## config.mk

```make
export PLATFORM = sky130hd
export DESIGN_NAME = ir_fetch_flat
export DESIGN_NICKNAME = d
export VERILOG_FILES = /design/src/rtl/ir_fetch_if.sv /design/src/rtl/ir_fetch.sv /design/src/flat_wrapper.sv
export SDC_FILE = /design/constraint.sdc
export NUM_CORES = 1
export LEC_CHECK = 0
export CAP_MARGIN = 20
export CORE_ASPECT_RATIO = 0.9
export CORE_MARGIN = 2
export CORE_UTILIZATION = 53
export DETAILED_ROUTE_END_ITERATION = 8
export PLACE_DENSITY = 0.81
export SETUP_SLACK_MARGIN = 0.5
export SLEW_MARGIN = 20
export SYNTH_ARGS = -nofsm -noshare
export SYNTH_HDL_FRONTEND = slang
export SYNTH_SLANG_ARGS = --single-unit
```

## constraint.sdc

```tcl
create_clock -name clk_sys -period 4.87 [get_ports clk_sys]
set_input_delay 1.461 -clock clk_sys [delete_from_list [all_inputs] [get_ports clk_sys]]
set_output_delay 1.461 -clock clk_sys [all_outputs]
set_load 0.1 [all_outputs]
```

## src/rtl/ir_fetch_if.sv

```systemverilog
// Bus bundle for ir_fetch: memory read port, flush control and decoder issue port.
// master = fetch sequencer side, slave = memory/decoder environment side.
interface ir_fetch_if;
    logic        flush;
    logic [15:0] new_ic;
    logic        mem_req;
    logic [15:0] mem_ad;
    logic        mem_ack;
    logic [15:0] mem_dt;
    logic [15:0] w;
    logic [15:0] arg;
    logic        two_word;
    logic        ins_valid;
    logic        ins_ready;
    logic        w_ir;
    logic [15:0] ic;
    logic        alarm;

    modport master (
        input  flush, new_ic, mem_ack, mem_dt, ins_ready,
        output mem_req, mem_ad, w, arg, two_word, ins_valid, w_ir, ic, alarm
    );

    modport slave (
        output flush, new_ic, mem_ack, mem_dt, ins_ready,
        input  mem_req, mem_ad, w, arg, two_word, ins_valid, w_ir, ic, alarm
    );
endinterface

```

## src/rtl/ir_fetch.sv

```systemverilog
// Instruction fetch sequencer: prefetches words at IC into a circular FIFO and issues one- or
// two-word instructions to the decoder. Define IR_FETCH_TIMEOUT_EN for the memory timeout alarm.
module ir_fetch #(
    parameter int unsigned DEPTH   = 4,
    parameter int unsigned TIMEOUT = 15
) (
    input logic        clk_sys,
    input logic        clr_n,
    ir_fetch_if.master bus
);
    localparam int unsigned AW = $clog2(DEPTH);
    localparam int unsigned CW = AW + 1;

    typedef enum logic [0:0] {StIdle, StReq} state_e;

    state_e        state_q, state_d;
    logic [15:0]   buf_q [DEPTH];
    logic [AW-1:0] wr_ptr_q, wr_ptr_d;
    logic [AW-1:0] rd_ptr_q, rd_ptr_d;
    logic [CW-1:0] count_q, count_d;
    logic [15:0]   fa_q, fa_d;
    logic [15:0]   ic_q, ic_d;
    logic          run_q, run_d;
    logic          alarm_q, alarm_d;
`ifdef IR_FETCH_TIMEOUT_EN
    logic [3:0]    tmo_q, tmo_d;
`else
    logic [31:0]   unused_timeout;
    assign unused_timeout = TIMEOUT;
`endif

    logic [15:0]   head, head_nx;
    logic          nonempty, two_word, ins_valid, xfer, push;

    assign head      = buf_q[rd_ptr_q];
    assign head_nx   = buf_q[rd_ptr_q + AW'(1)];
    assign nonempty  = (count_q != '0);
    // IR[13:15] in MSB-first numbering are the three low bits
    assign two_word  = nonempty && (head[2:0] == 3'b000);
    assign ins_valid = nonempty && (!two_word || (count_q >= CW'(2)));
    assign xfer      = ins_valid && bus.ins_ready;
    // Acks are only taken for a request that is live and not being flushed
    assign push      = bus.mem_ack && (state_q == StReq) && !bus.flush;

    always_comb begin
        state_d  = state_q;
        wr_ptr_d = wr_ptr_q;
        rd_ptr_d = rd_ptr_q;
        count_d  = count_q;
        fa_d     = fa_q;
        ic_d     = ic_q;
        run_d    = run_q;
        alarm_d  = alarm_q;
`ifdef IR_FETCH_TIMEOUT_EN
        tmo_d    = tmo_q;
`endif

        if (xfer) begin
            rd_ptr_d = rd_ptr_q + (two_word ? AW'(2) : AW'(1));
            ic_d     = ic_q + (two_word ? 16'd2 : 16'd1);
            count_d  = count_d - (two_word ? CW'(2) : CW'(1));
        end
        if (push) begin
            wr_ptr_d = wr_ptr_q + AW'(1);
            count_d  = count_d + CW'(1);
            fa_d     = fa_q + 16'd1;
        end

        case (state_q)
            StIdle: begin
                if (run_q && !alarm_q && (count_d < CW'(DEPTH))) begin
                    state_d = StReq;
`ifdef IR_FETCH_TIMEOUT_EN
                    tmo_d   = '0;
`endif
                end
            end
            StReq: begin
                if (push) begin
`ifdef IR_FETCH_TIMEOUT_EN
                    tmo_d = '0;
`endif
                    if (count_d == CW'(DEPTH)) state_d = StIdle;
                end else begin
`ifdef IR_FETCH_TIMEOUT_EN
                    if (tmo_q == 4'(TIMEOUT - 1)) begin
                        alarm_d = 1'b1;
                        state_d = StIdle;
                    end else begin
                        tmo_d = tmo_q + 4'd1;
                    end
`endif
                end
            end
            default: state_d = StIdle;
        endcase

        // A live request is dropped for one cycle so the stale ack cannot be mistaken for new data
        if (bus.flush) begin
            wr_ptr_d = '0;
            rd_ptr_d = '0;
            count_d  = '0;
            fa_d     = bus.new_ic;
            ic_d     = bus.new_ic;
            run_d    = 1'b1;
            alarm_d  = 1'b0;
            state_d  = (state_q == StReq) ? StIdle : StReq;
`ifdef IR_FETCH_TIMEOUT_EN
            tmo_d    = '0;
`endif
        end
    end

    always_ff @(posedge clk_sys or negedge clr_n) begin
        if (!clr_n) begin
            state_q  <= StIdle;
            wr_ptr_q <= '0;
            rd_ptr_q <= '0;
            count_q  <= '0;
            fa_q     <= '0;
            ic_q     <= '0;
            run_q    <= 1'b0;
            alarm_q  <= 1'b0;
`ifdef IR_FETCH_TIMEOUT_EN
            tmo_q    <= '0;
`endif
            for (int unsigned i = 0; i < DEPTH; i++) buf_q[i] <= '0;
        end else begin
            state_q  <= state_d;
            wr_ptr_q <= wr_ptr_d;
            rd_ptr_q <= rd_ptr_d;
            count_q  <= count_d;
            fa_q     <= fa_d;
            ic_q     <= ic_d;
            run_q    <= run_d;
            alarm_q  <= alarm_d;
`ifdef IR_FETCH_TIMEOUT_EN
            tmo_q    <= tmo_d;
`endif
            if (push) buf_q[wr_ptr_q] <= bus.mem_dt;
        end
    end

    assign bus.mem_req   = (state_q == StReq);
    assign bus.mem_ad    = fa_q;
    assign bus.w         = head;
    assign bus.arg       = head_nx;
    assign bus.two_word  = two_word;
    assign bus.ins_valid = ins_valid;
    assign bus.w_ir      = xfer;
    assign bus.ic        = ic_q;
    assign bus.alarm     = alarm_q;
endmodule

```

## src/flat_wrapper.sv

```systemverilog
// flat-port wrapper written by rule: the top's interface ports become plain ports
module ir_fetch_flat 
#(
    parameter int unsigned DEPTH   = 4,
    parameter int unsigned TIMEOUT = 15
)
  (clk_sys, clr_n, bus_flush, bus_new_ic, bus_mem_ack, bus_mem_dt, bus_ins_ready, bus_mem_req, bus_mem_ad, bus_w, bus_arg, bus_two_word, bus_ins_valid, bus_w_ir, bus_ic, bus_alarm);
  ir_fetch_if bus_i ();
  input logic clk_sys;
  input logic clr_n;
  input wire logic [$bits(bus_i.flush)-1:0] bus_flush;
  input wire logic [$bits(bus_i.new_ic)-1:0] bus_new_ic;
  input wire logic [$bits(bus_i.mem_ack)-1:0] bus_mem_ack;
  input wire logic [$bits(bus_i.mem_dt)-1:0] bus_mem_dt;
  input wire logic [$bits(bus_i.ins_ready)-1:0] bus_ins_ready;
  output wire logic [$bits(bus_i.mem_req)-1:0] bus_mem_req;
  output wire logic [$bits(bus_i.mem_ad)-1:0] bus_mem_ad;
  output wire logic [$bits(bus_i.w)-1:0] bus_w;
  output wire logic [$bits(bus_i.arg)-1:0] bus_arg;
  output wire logic [$bits(bus_i.two_word)-1:0] bus_two_word;
  output wire logic [$bits(bus_i.ins_valid)-1:0] bus_ins_valid;
  output wire logic [$bits(bus_i.w_ir)-1:0] bus_w_ir;
  output wire logic [$bits(bus_i.ic)-1:0] bus_ic;
  output wire logic [$bits(bus_i.alarm)-1:0] bus_alarm;
  assign bus_i.flush = bus_flush;
  assign bus_i.new_ic = bus_new_ic;
  assign bus_i.mem_ack = bus_mem_ack;
  assign bus_i.mem_dt = bus_mem_dt;
  assign bus_i.ins_ready = bus_ins_ready;
  assign bus_mem_req = bus_i.mem_req;
  assign bus_mem_ad = bus_i.mem_ad;
  assign bus_w = bus_i.w;
  assign bus_arg = bus_i.arg;
  assign bus_two_word = bus_i.two_word;
  assign bus_ins_valid = bus_i.ins_valid;
  assign bus_w_ir = bus_i.w_ir;
  assign bus_ic = bus_i.ic;
  assign bus_alarm = bus_i.alarm;
  ir_fetch #(.DEPTH(DEPTH), .TIMEOUT(TIMEOUT)) u_core (.clk_sys(clk_sys), .clr_n(clr_n), .bus(bus_i));
endmodule
```

==> qor_table.md <==
| Metric | Value |
|:---|:---|
| Critical hold path startpoint | u_core.run_q |
| CP endpoint kind | primary output |
| Clock sink total | 105 |
| CP Launch Point | u_core.rd_ptr_q[1] |
| Pin count of the biggest net entering global routing | 91 |
| Antenna violations before repair | 0 |
| Largest buffer count on any clock path | 2 |
| Mean post-synth cell area | 12.96 um2 |
| Critical R2R Launch | u_core.rd_ptr_q[1] |
| Post-route fraction of the period consumed by the critical path | 84.35% |
| Required time at the worst-slack endpoint | 3.41 ns |
| Total setup violations reported at the end of the flow | 0 |
| Global-route usage over all layers | 23.63% |
| CTS resizes | 0 |
| Area share of the largest cell type after synthesis | 46.40% |
| Number of enable-type register cells in the synthesized netlist | 0 |
| Filler cell count in the final layout | 714 |
| Headroom to the max-slew limit | 32.09% |
| Final slew viol count | 0 |
| Setup clock skew after layout | 0.008451 ns |
| Number of hold buffers added after CTS | 0 |
| Post-CTS setup repair buffer count | 0 |
| Biggest cell delay along the critical path | 0.45 ns |
| Final RePlAce weighted congestion | 0.8918 |
| Drt wl/cell | 19.13 um |
| Ordered cell list for the critical path | buf_4 > mux4_2 > nor3_1 > o31ai_1 > inv_1 > buf_12 |
| Via count | 4054 |
| Largest fanout of any net on the critical path | 17 |
| Number of global-route vias before repair | 4122 |
| Ratio of cells with drive above 1 in the final layout | 33.70% |
| Most instantiated cells after synthesis | 105 x sky130_fd_sc_hd__dfrtp_1, 76 x sky130_fd_sc_hd__mux2_2, 32 x sky130_fd_sc_hd__mux4_2 |
| Yosys reg bits | 105 |
| Die ar. | 11530 um2 |
| Ranking of synthesized cells by area | sky130_fd_sc_hd__dfrtp_1 46%, sky130_fd_sc_hd__mux2_2 15%, sky130_fd_sc_hd__mux4_2 13%, sky130_fd_sc_hd__xnor2_1 2.3%, sky130_fd_sc_hd__ha_1 2.2% |
| Die width | 113.0 um |
| Warning count from the yosys run | 0 |
| Layout area overhead | 25.47% |
| Hold Crit Class | reg -> reg |
| Count of distinct cell types in the synthesized netlist | 52 |
| Unrepaired setup endpoints after global routing | no |
| Root buffer cell | sky130_fd_sc_hd__clkbuf_16 |
| Global-route wire length before repair | 21270 um |
| Setup_tns | 0 ns |
| Slowest library cell on the worst path | sky130_fd_sc_hd__dfrtp_1 |
| Most frequently used flop master after synthesis | sky130_fd_sc_hd__dfrtp_1 |
| Grt ovf | 0 |
| Detailed Place HPWL | 9340 um |
| Htree depth | 3 |
| I/O Buffers | 104 |
| Failing checks | design-rule violations |
| Total length of routed wires | 12970 um |
| Number of vias per cell after detailed routing | 5.979 |
| Clock edge transition at the registers on the reported setup and hold paths | 0.07 ns |
| Crit path DAT | 2.65 ns |
| Nets in the synthesized netlist | 486 |
| ANT cells | 0 |
| Startpoint Class | flop |
| Max Freq | 0.2434 GHz |
| Final critical delay including setup and external delays | 4.108 ns |
| Core area | 10330 um2 |
| Number of clock buffers inserted by TritonCTS | 9 |
| First drt pass iteration count | 9 |
| Antenna Violating Nets Remaining | 0 |
| Number of rows in the core area | 35 |
| Outcome | finished with violations |
| DR iter-0 viols | 273 |
| Floorplan die height | 102.1 um |
| CTS tree | yes |
| Path type of the worst setup path | reg -> out |
| Residual DRC | 10 |
| Worst skew pair latency | 0.34 ns |
| Synthesized instance count | 437 |
| Most area-hungry cell type in the Yosys netlist | sky130_fd_sc_hd__dfrtp_1 |
| Cell with the most instances after synthesis | sky130_fd_sc_hd__dfrtp_1 |
| Synthesized area | 5663 um2 |
| Number of maximum-capacitance constraint violations | 0 |
| # nets final | 593 |
| I/O pin count | 106 |
| Measured slew at the worst slew-check pin | 1.015 ns |
| Effective utilization at floorplan | 54.79% |
| Proportion of synthesized chip area in sequential cells | 46.40% |
| Endpoints failing hold | 0 |
| Fraction of registers with async set or reset after synthesis | 100.0% |
==> stage by stage <==
stage / area [um2] / util [%] / hold WS [ns] / worst slack (ns) / std cells
floorplan: 5663 / - / 0.4308 / 0.5388 / 437
global placement: 6809 / 65.88 / 0.4515 / 0.6296 / 662
detailed placement: 6809 / 65.88 / 0.4540 / 0.5727 / 662
CTS: 7099 / 68.69 / 0.4736 / 0.5658 / 678
global route: 7106 / 68.75 / 0.4761 / 0.6249 / 678
finish: 7106 / 68.75 / 0.4833 / 0.7623 / 678
==> layout make-up <==
cell class / instances / area (um2) / share of cell area [%]
Clock buffer: 10 / 229.0 / 3.222
Clock inverter: 6 / 61.31 / 0.8628
Sequential cell: 105 / 2629 / 37.00
Tap cell: 129 / 161.4 / 2.272
Timing Repair Buffer: 117 / 1080 / 15.20
Multi-Input combinational cell: 297 / 2893 / 40.71
Inverter: 14 / 52.55 / 0.7396
==> flip-flops by register name (all words and copies together), names as in the netlist <==
signal	count
u_core.bus.mem_ad	16
u_core.run_q	1
u_core.rd_ptr_q	2
u_core.wr_ptr_q	2
u_core.bus.mem_req	1
u_core.count_q	3
u_core.bus.ic	16
u_core.buf_q	64
==> per-layer routing <==
layer	GRT usage (%)	part of all wire [%]	vias to the layer above
li1	-	-	1826
met1	31.60	43	2090
met2	39.85	49	126
met3	6.287	7.1	12
met4	4.878	0.76	0
met5	0	0	-
==> critical path: cells and delay by family (launching register included) <==
kind / cells / cell delay, ns
AO/OA/AOI/OAI: 1 / 0.27
buffers and inverters: 3 / 0.80
flip-flops: 1 / 0.45
multiplexers: 1 / 0.45
AND/OR/NAND/NOR: 1 / 0.33
==> cells by family (layout without fill, tap and decap cells) <==
logic type | Yosys count | after routing | synth area share [%]
buffers and inverters | 35 | 147 | 2.519
and+or+nand+nor | 93 | 93 | 8.507
DFF | 105 | 105 | 46.40
muxes | 112 | 112 | 28.63
adders and majority gates | 12 | 12 | 2.917
AOI/OAI and AO/OA | 53 | 53 | 6.938
xor gates and xnor gates | 26 | 26 | 4.021
other | 1 | 1 | 0.06622
==> worst paths after layout <==
check	end	slack, ns	cells past startpoint
worst max-delay path	bus_two_word	0.76	6
max in group asynchronous	u_core.buf_q[53]	2.93	2
worst max register to register	u_core.bus.mem_req	1.01	11
min in group asynchronous	u_core.bus.mem_ad[2]	1.18	1
worst min register to register	u_core.run_q	0.48	1
worst min-delay path	u_core.run_q	0.48	1
==> cells in the final DEF, fill, tap and decap left out, drive strengths merged, types with 2 or more instances in the layout <==
| master | instances |
|---|---|
| dfrtp | 105 |
| o21a | 2 |
| or2 | 2 |
| xor2 | 11 |
| mux2 | 77 |
| nor2 | 17 |
| buf | 49 |
| fa | 2 |
| inv | 17 |
| clkbuf | 10 |
| clkdlybuf4s50 | 67 |
| nand2b | 3 |
| mux2i | 3 |
| nand4b | 2 |
| and2 | 5 |
| nand4 | 9 |
| a31oi | 5 |
| and3 | 5 |
| nor3 | 3 |
| nand3 | 11 |
| or3 | 7 |
| o31ai | 3 |
| a21boi | 3 |
| mux4 | 32 |
| ha | 10 |
| clkinv | 2 |
| o21ai | 11 |
| o31a | 2 |
| xnor2 | 15 |
| a211oi | 3 |
| a21oi | 13 |
| nand2 | 24 |
| a21o | 3 |
Power is left out: the tool's default activity adds up to more than one toggle a clock period on the data nets, which glitch-free logic cannot reach.
